File: src/rtl/reg_axil_cpu_master.sv
// AXI4-Lite slave to simple CPU register bus bridge; one register access at a time.
// Optional macro REG_AXIL_ADDR_CHECK_EN: out-of-range addresses return DECERR without a CPU strobe.
module reg_axil_cpu_master #(
   parameter int CPU_ADDR_WIDTH = 12,
   parameter int CPU_DATA_WIDTH = 32,
   parameter int AXI_ADDR_WIDTH = 32,
   parameter int RD_LATENCY     = 2,
   parameter int REG_NUM        = 10
) (
   input  logic                        clks,
   input  logic                        reset,
   input  logic                        s_awvalid,
   output logic                        s_awready,
   input  logic [AXI_ADDR_WIDTH-1:0]   s_awaddr,
   input  logic                        s_wvalid,
   output logic                        s_wready,
   input  logic [CPU_DATA_WIDTH-1:0]   s_wdata,
   input  logic [CPU_DATA_WIDTH/8-1:0] s_wstrb,
   output logic                        s_bvalid,
   input  logic                        s_bready,
   output logic [1:0]                  s_bresp,
   input  logic                        s_arvalid,
   output logic                        s_arready,
   input  logic [AXI_ADDR_WIDTH-1:0]   s_araddr,
   output logic                        s_rvalid,
   input  logic                        s_rready,
   output logic [CPU_DATA_WIDTH-1:0]   s_rdata,
   output logic [1:0]                  s_rresp,
   output logic                        cpu_wr,
   output logic [CPU_ADDR_WIDTH-1:0]   cpu_wr_addr,
   output logic [CPU_DATA_WIDTH-1:0]   cpu_data_in,
   output logic                        cpu_rd,
   input  logic [CPU_DATA_WIDTH-1:0]   cpu_data_out
);

   localparam logic [2:0] S_IDLE    = 3'd0;
   localparam logic [2:0] S_WR      = 3'd1;
   localparam logic [2:0] S_WR_RESP = 3'd2;
   localparam logic [2:0] S_RD      = 3'd3;
   localparam logic [2:0] S_RD_WAIT = 3'd4;
   localparam logic [2:0] S_RD_RESP = 3'd5;

   localparam logic [3:0] RD_CNT_INIT = 4'(RD_LATENCY);

   logic [2:0] state;
   logic       prio_wr;
   logic [3:0] rd_cnt;
   logic       rd_err;
   logic       wr_req;
   logic       rd_req;
   logic       grant_wr;
   logic       grant_rd;
   logic       idle;
   logic       strb_full;
   logic       wr_addr_ok;
   logic       ar_addr_ok;

   function automatic logic [1:0] wr_resp_code(input logic addr_ok, input logic full);
      if (!addr_ok)
         return 2'b11;
      else if (!full)
         return 2'b10;
      else
         return 2'b00;
   endfunction

`ifdef REG_AXIL_ADDR_CHECK_EN
   function automatic logic addr_in_range(input logic [AXI_ADDR_WIDTH-1:0] a);
      return ((a >> (CPU_ADDR_WIDTH + 2)) == '0) &&
             (32'(a[CPU_ADDR_WIDTH+1:2]) < 32'(REG_NUM));
   endfunction

   assign wr_addr_ok = addr_in_range(s_awaddr);
   assign ar_addr_ok = addr_in_range(s_araddr);
`else
   logic unused_cfg;

   assign wr_addr_ok = 1'b1;
   assign ar_addr_ok = 1'b1;
   assign unused_cfg = ^{s_awaddr, s_araddr, (REG_NUM > 0)};
`endif

   // A write needs both AW and W present; ties go to the side named by prio_wr.
   assign idle      = (state == S_IDLE) && !reset;
   assign wr_req    = s_awvalid && s_wvalid;
   assign rd_req    = s_arvalid;
   assign grant_wr  = wr_req && (!rd_req || prio_wr);
   assign grant_rd  = rd_req && (!wr_req || !prio_wr);
   assign strb_full = &s_wstrb;

   assign s_awready = idle && grant_wr;
   assign s_wready  = idle && grant_wr;
   assign s_arready = idle && grant_rd;

   always_ff @(posedge clks or posedge reset) begin
      if (reset) begin
         state       <= S_IDLE;
         prio_wr     <= 1'b1;
         rd_cnt      <= '0;
         rd_err      <= 1'b0;
         cpu_wr      <= 1'b0;
         cpu_rd      <= 1'b0;
         cpu_wr_addr <= '0;
         cpu_data_in <= '0;
         s_bvalid    <= 1'b0;
         s_bresp     <= 2'b00;
         s_rvalid    <= 1'b0;
         s_rdata     <= '0;
         s_rresp     <= 2'b00;
      end else begin
         cpu_wr <= 1'b0;
         cpu_rd <= 1'b0;
         case (state)
            S_IDLE: begin
               if (grant_wr) begin
                  cpu_wr_addr <= s_awaddr[CPU_ADDR_WIDTH+1:2];
                  cpu_data_in <= s_wdata;
                  cpu_wr      <= strb_full && wr_addr_ok;
                  s_bresp     <= wr_resp_code(wr_addr_ok, strb_full);
                  if (rd_req)
                     prio_wr <= ~prio_wr;
                  state <= S_WR;
               end else if (grant_rd) begin
                  cpu_wr_addr <= s_araddr[CPU_ADDR_WIDTH+1:2];
                  cpu_rd      <= ar_addr_ok;
                  rd_err      <= !ar_addr_ok;
                  if (wr_req)
                     prio_wr <= ~prio_wr;
                  state <= S_RD;
               end
            end
            S_WR: begin
               s_bvalid <= 1'b1;
               state    <= S_WR_RESP;
            end
            S_WR_RESP: begin
               if (s_bready) begin
                  s_bvalid <= 1'b0;
                  state    <= S_IDLE;
               end
            end
            S_RD: begin
               rd_cnt <= RD_CNT_INIT;
               state  <= S_RD_WAIT;
            end
            // Sample on the cycle the counter runs out so rvalid rises RD_LATENCY after RD_WAIT entry.
            S_RD_WAIT: begin
               rd_cnt <= rd_cnt - 4'd1;
               if (rd_cnt == 4'd1) begin
                  s_rdata  <= rd_err ? '0 : cpu_data_out;
                  s_rresp  <= rd_err ? 2'b11 : 2'b00;
                  s_rvalid <= 1'b1;
                  state    <= S_RD_RESP;
               end
            end
            S_RD_RESP: begin
               if (s_rready) begin
                  s_rvalid <= 1'b0;
                  state    <= S_IDLE;
               end
            end
            default: state <= S_IDLE;
         endcase
      end
   end

endmodule

File: config.mk
export PLATFORM = sky130hd
export DESIGN_NAME = reg_axil_cpu_master
export DESIGN_NICKNAME = d
export VERILOG_FILES = /design/src/rtl/reg_axil_cpu_master.sv
export SDC_FILE = /design/constraint.sdc
export NUM_CORES = 1
export LEC_CHECK = 0
export ABC_AREA = 0
export CAP_MARGIN = 20
export CORE_MARGIN = 5
export CORE_UTILIZATION = 60
export CTS_CLUSTER_SIZE = 24
export DETAILED_ROUTE_END_ITERATION = 12
export DONT_BUFFER_PORTS = 1
export PLACE_DENSITY = 0.76
export SETUP_SLACK_MARGIN = 0.1
export SKIP_CTS_REPAIR_TIMING = 1
export SYNTH_ARGS = -nofsm -noshare
export SYNTH_HDL_FRONTEND = slang
export SYNTH_SLANG_ARGS = --single-unit
File: constraint.sdc
create_clock -name clks -period 3.6 [get_ports clks]
set_clock_uncertainty 0.1 [all_clocks]
set_input_delay 0.72 -clock clks [delete_from_list [all_inputs] [get_ports clks]]
set_output_delay 0.72 -clock clks [all_outputs]
set_load 0.005 [all_outputs]
==> impl_table.tex <==
\begin{tabular}{lr}
\hline
Metric & Value \\
\hline
\multicolumn{2}{l}{\textbf{Status}} \\
\quad Outcome & complete, no violations \\
\multicolumn{2}{l}{\textbf{Setup path}} \\
\quad Crit Path Class & flip-flop to output port \\
\quad Cell with the largest stage delay on the worst path & dfrtp\_1 \\
\quad Worst path required time & 2.78 ns \\
\quad Largest incremental delay on the critical path & 0.58 ns \\
\quad Cells along the critical path & nor3\_4 > buf\_4 > nand2\_1 > a211oi\_1 \\
\quad WP buf/inv & 1 \\
\quad Signal arrival time at the worst endpoint & 1.83 ns \\
\quad Worst setup EP type & output port \\
\quad Family with the most delay on the worst path & flip-flops \\
\quad Max FO, Critical Path & 17 \\
\quad Startpoint types & flip-flop \\
\multicolumn{2}{l}{\textbf{Synthesis}} \\
\quad Sequential-to-total area share from yosys stat & about 57\% \\
\quad Cell type with the highest aggregate area in the netlist & dfrtp\_1 \\
\quad Top cell type's share of synthesized area & 56.5\% \\
\quad Dominant register cell in the synthesized netlist & dfrtp\_1 \\
\quad Share of synthesized registers carrying an async set or reset & 100\% \\
\quad Area of the mapped netlist & 3900 um\^{}2 \\
\quad \#FFs+latches synth & 89 \\
\quad Synth area leaders & dfrtp\_1 (56\%), mux2\_4 (12\%), mux2\_2 (10\%) \\
\quad Average cell area after synthesis & 13.5 um\^{}2 \\
\quad Count of warnings emitted by yosys & 0 \\
\quad Post-Synthesis Cells & 289 \\
\quad Number of different library cells in the post-synthesis netlist & 37 \\
\quad Number of enable flip-flop cells after synthesis & 0 \\
\multicolumn{2}{l}{\textbf{Layout}} \\
\quad Fill cell total of the finished layout & 473 \\
\quad Final net count & between 400 and 500 \\
\quad Commonest non-fill, non-tap cell in the layout & dfrtp\_1 \\
\quad Proportion of layout cells with a drive suffix above 1 & 30.9\% \\
\quad Area growth from synthesis to final layout & 4.30\% \\
\quad Number of antenna diodes & 0 \\
\quad Final Non-Filler Cells & 365 \\
\quad Most used cells in the layout excluding fill and tap cells & dfrtp\_1 (88), mux2\_2 (35), mux2\_4 (30) \\
\quad Utilization after layout & roughly 64\% \\
\multicolumn{2}{l}{\textbf{Detailed routing}} \\
\quad Routed len/inst & 21.8 um \\
\quad Detailed-route via count & 2222 \\
\quad DRC violation count after routing & 0 \\
\quad Antenna Nets Post-Route & 0 \\
\quad First drt pass iteration count & 4 \\
\quad Aggregate routed wire length & 7970 um \\
\quad Initial drt markers & 83 \\
\quad Via-per-instance ratio & 6.09 \\
\multicolumn{2}{l}{\textbf{Timing}} \\
\quad Slew at the pin with the worst max-slew slack & 0.761 ns \\
\quad Post-layout minimum cycle time & 2.65 ns \\
\quad F\_max & 0.377 GHz \\
\quad Slew margin rel. & 49.2\% \\
\quad Final clock period utilization by the worst path & between 70\% and 80\% \\
\quad Total negative setup slack & 0 ns \\
\quad Final setup fails & 0 \\
\quad Final Hold Fails & 0 \\
\quad Total count of max-transition violations in the final report & 0 \\
\quad RSZ-0062 raised after global routing & no \\
\multicolumn{2}{l}{\textbf{Job}} \\
\quad Maxcap violations & 0 \\
\multicolumn{2}{l}{\textbf{Place}} \\
\quad I/O Buffers & 0 \\
\quad HPWL Detailed & 5890 um \\
\quad Placed Cells incl. Taps & 349 \\
\quad Final weighted congestion in routability-driven placement & 0.786 \\
\multicolumn{2}{l}{\textbf{Floorplan}} \\
\quad Standard-cell row count & 29 \\
\quad Number of I/O pins & 226 \\
\quad Area of the die & 8210 um\^{}2 \\
\quad Effective utilization at floorplan & 61.4\% \\
\quad Die Wd & 90.6 um \\
\quad Y dimension of the die & approximately 91 um \\
\quad Core region area & 6350 um\^{}2 \\
\multicolumn{2}{l}{\textbf{Clock tree}} \\
\quad Clock Root Buffer & clkbuf\_8 \\
\quad Clock Pin Slew Worst Setup and Hold Paths & $\sim$0.080 ns \\
\quad Number of buffers inserted during clock tree synthesis & 9 \\
\quad CTS tree & done \\
\quad CTS H-tree lvls & 3 \\
\quad Clock latency of the later-clocked register in the worst-skew pair & 0.34 ns \\
\quad \# clock sinks & 89 \\
\quad Clock buffer depth & 2 \\
\multicolumn{2}{l}{\textbf{Global route}} \\
\quad Global-route wire length before repair & around 13000 um \\
\quad Pin count of the biggest net entering global routing & 47 \\
\quad Antenna violations before repair & 0 \\
\quad GRT Residual Overflow & 0 \\
\quad Via count of the first global-routing pass & 2427 \\
\quad Global-route usage over all layers & 19.4\% \\
\multicolumn{2}{l}{\textbf{Hold path}} \\
\quad Type of the worst min-delay path & input port to asynchronous set/reset pin \\
\multicolumn{2}{l}{\textbf{Power}} \\
\quad Peak ir drop on the vdd network & between 0.4 and 0.5 mV \\
\quad P per Cell Area & 787 nW/um\^{}2 \\
\quad Static power due to leakage & 0.00173 uW \\
\hline
\end{tabular}
-- cell type report --
class                           count  area (um^2)  area share [%]
Multi-Input combinational cell    175         1480            36.3
Clock inverter                      6         67.6            1.66
Clock buffer                       10          128            3.14
Tap cell                           77         96.3            2.37
Sequential cell                    89         2230            54.8
Inverter                            4         16.3           0.400
Timing Repair Buffer                4         55.1            1.35
-- cells by family after synthesis --
kind of cell / share of synthesized area [%]
muxes: 21.9
and+or+nand+nor: 6.35
DFF: 57.1
AOI/OAI and AO/OA: 8.41
xor gates and xnor gates: 0.225
adders and majority gates: 0.642
other: 0.0962
buffers and inverters: 5.23
-- power by group --
part / switching (uW) / total (uW) / internal, uW
clock: 342 / 665 / 324
combinational: 312 / 778 / 466
sequential: 375 / 1760 / 1380
-- cell usage after synthesis, types with 4 or more instances --
cell and count:
nand3_1 14, nand2_1 7, clkbuf_1 9, mux2_4 30, a31oi_1 13, buf_4 4
dfrtp_1 88, o21ai_0 14, inv_1 4, a21oi_1 24, mux2_2 35, buf_6 5
nor2_1 8
-- flip-flops by register name, indices dropped and copies added, names as in the netlist --
register,flops
cpu_data_in,32
cpu_rd,1
cpu_wr,1
cpu_wr_addr,12
prio_wr,1
rd_cnt,4
s_bresp,1
s_bvalid,1
s_rdata,32
s_rvalid,1
state,3
-- final timing paths --
check,depth (start not counted),startpoint,slack (ns),to
max,4,state[2],0.95,s_arready
min,1,reset,0.27,cpu_wr_addr[0]
max reg2reg,5,state[2],1.18,cpu_data_in[28]
min reg2reg,1,prio_wr,0.41,prio_wr
max in group asynchronous,2,reset,2.46,cpu_data_in[26]
min in group clks,2,s_arvalid,0.41,prio_wr
-- metal layers --
metal | track usage [%] | vias up | routed length [um]
met1 | 23.7 | 1109 | 3080
met2 | 32.1 | 99 | 4150
met3 | 6.42 | 7 | 651
li1 | - | 1007 | -
met4 | 6.82 | 0 | 94
met5 | 0 | - | 0
-- through the flow --
stage / hold slack, ns / setup slack [ns] / power (uW) / instance area, um^2
floorplan: 0.383 / 0.475 / 2370 / 3910
global placement: 0.398 / 0.941 / 2530 / 3870
detailed placement: 0.399 / 0.920 / 2570 / 3870
CTS: 0.278 / 0.953 / 3240 / 4070
global route: 0.322 / 0.811 / 3410 / 4070
finish: 0.268 / 0.945 / 3200 / 4070
(Power assumes the default switching activity.)
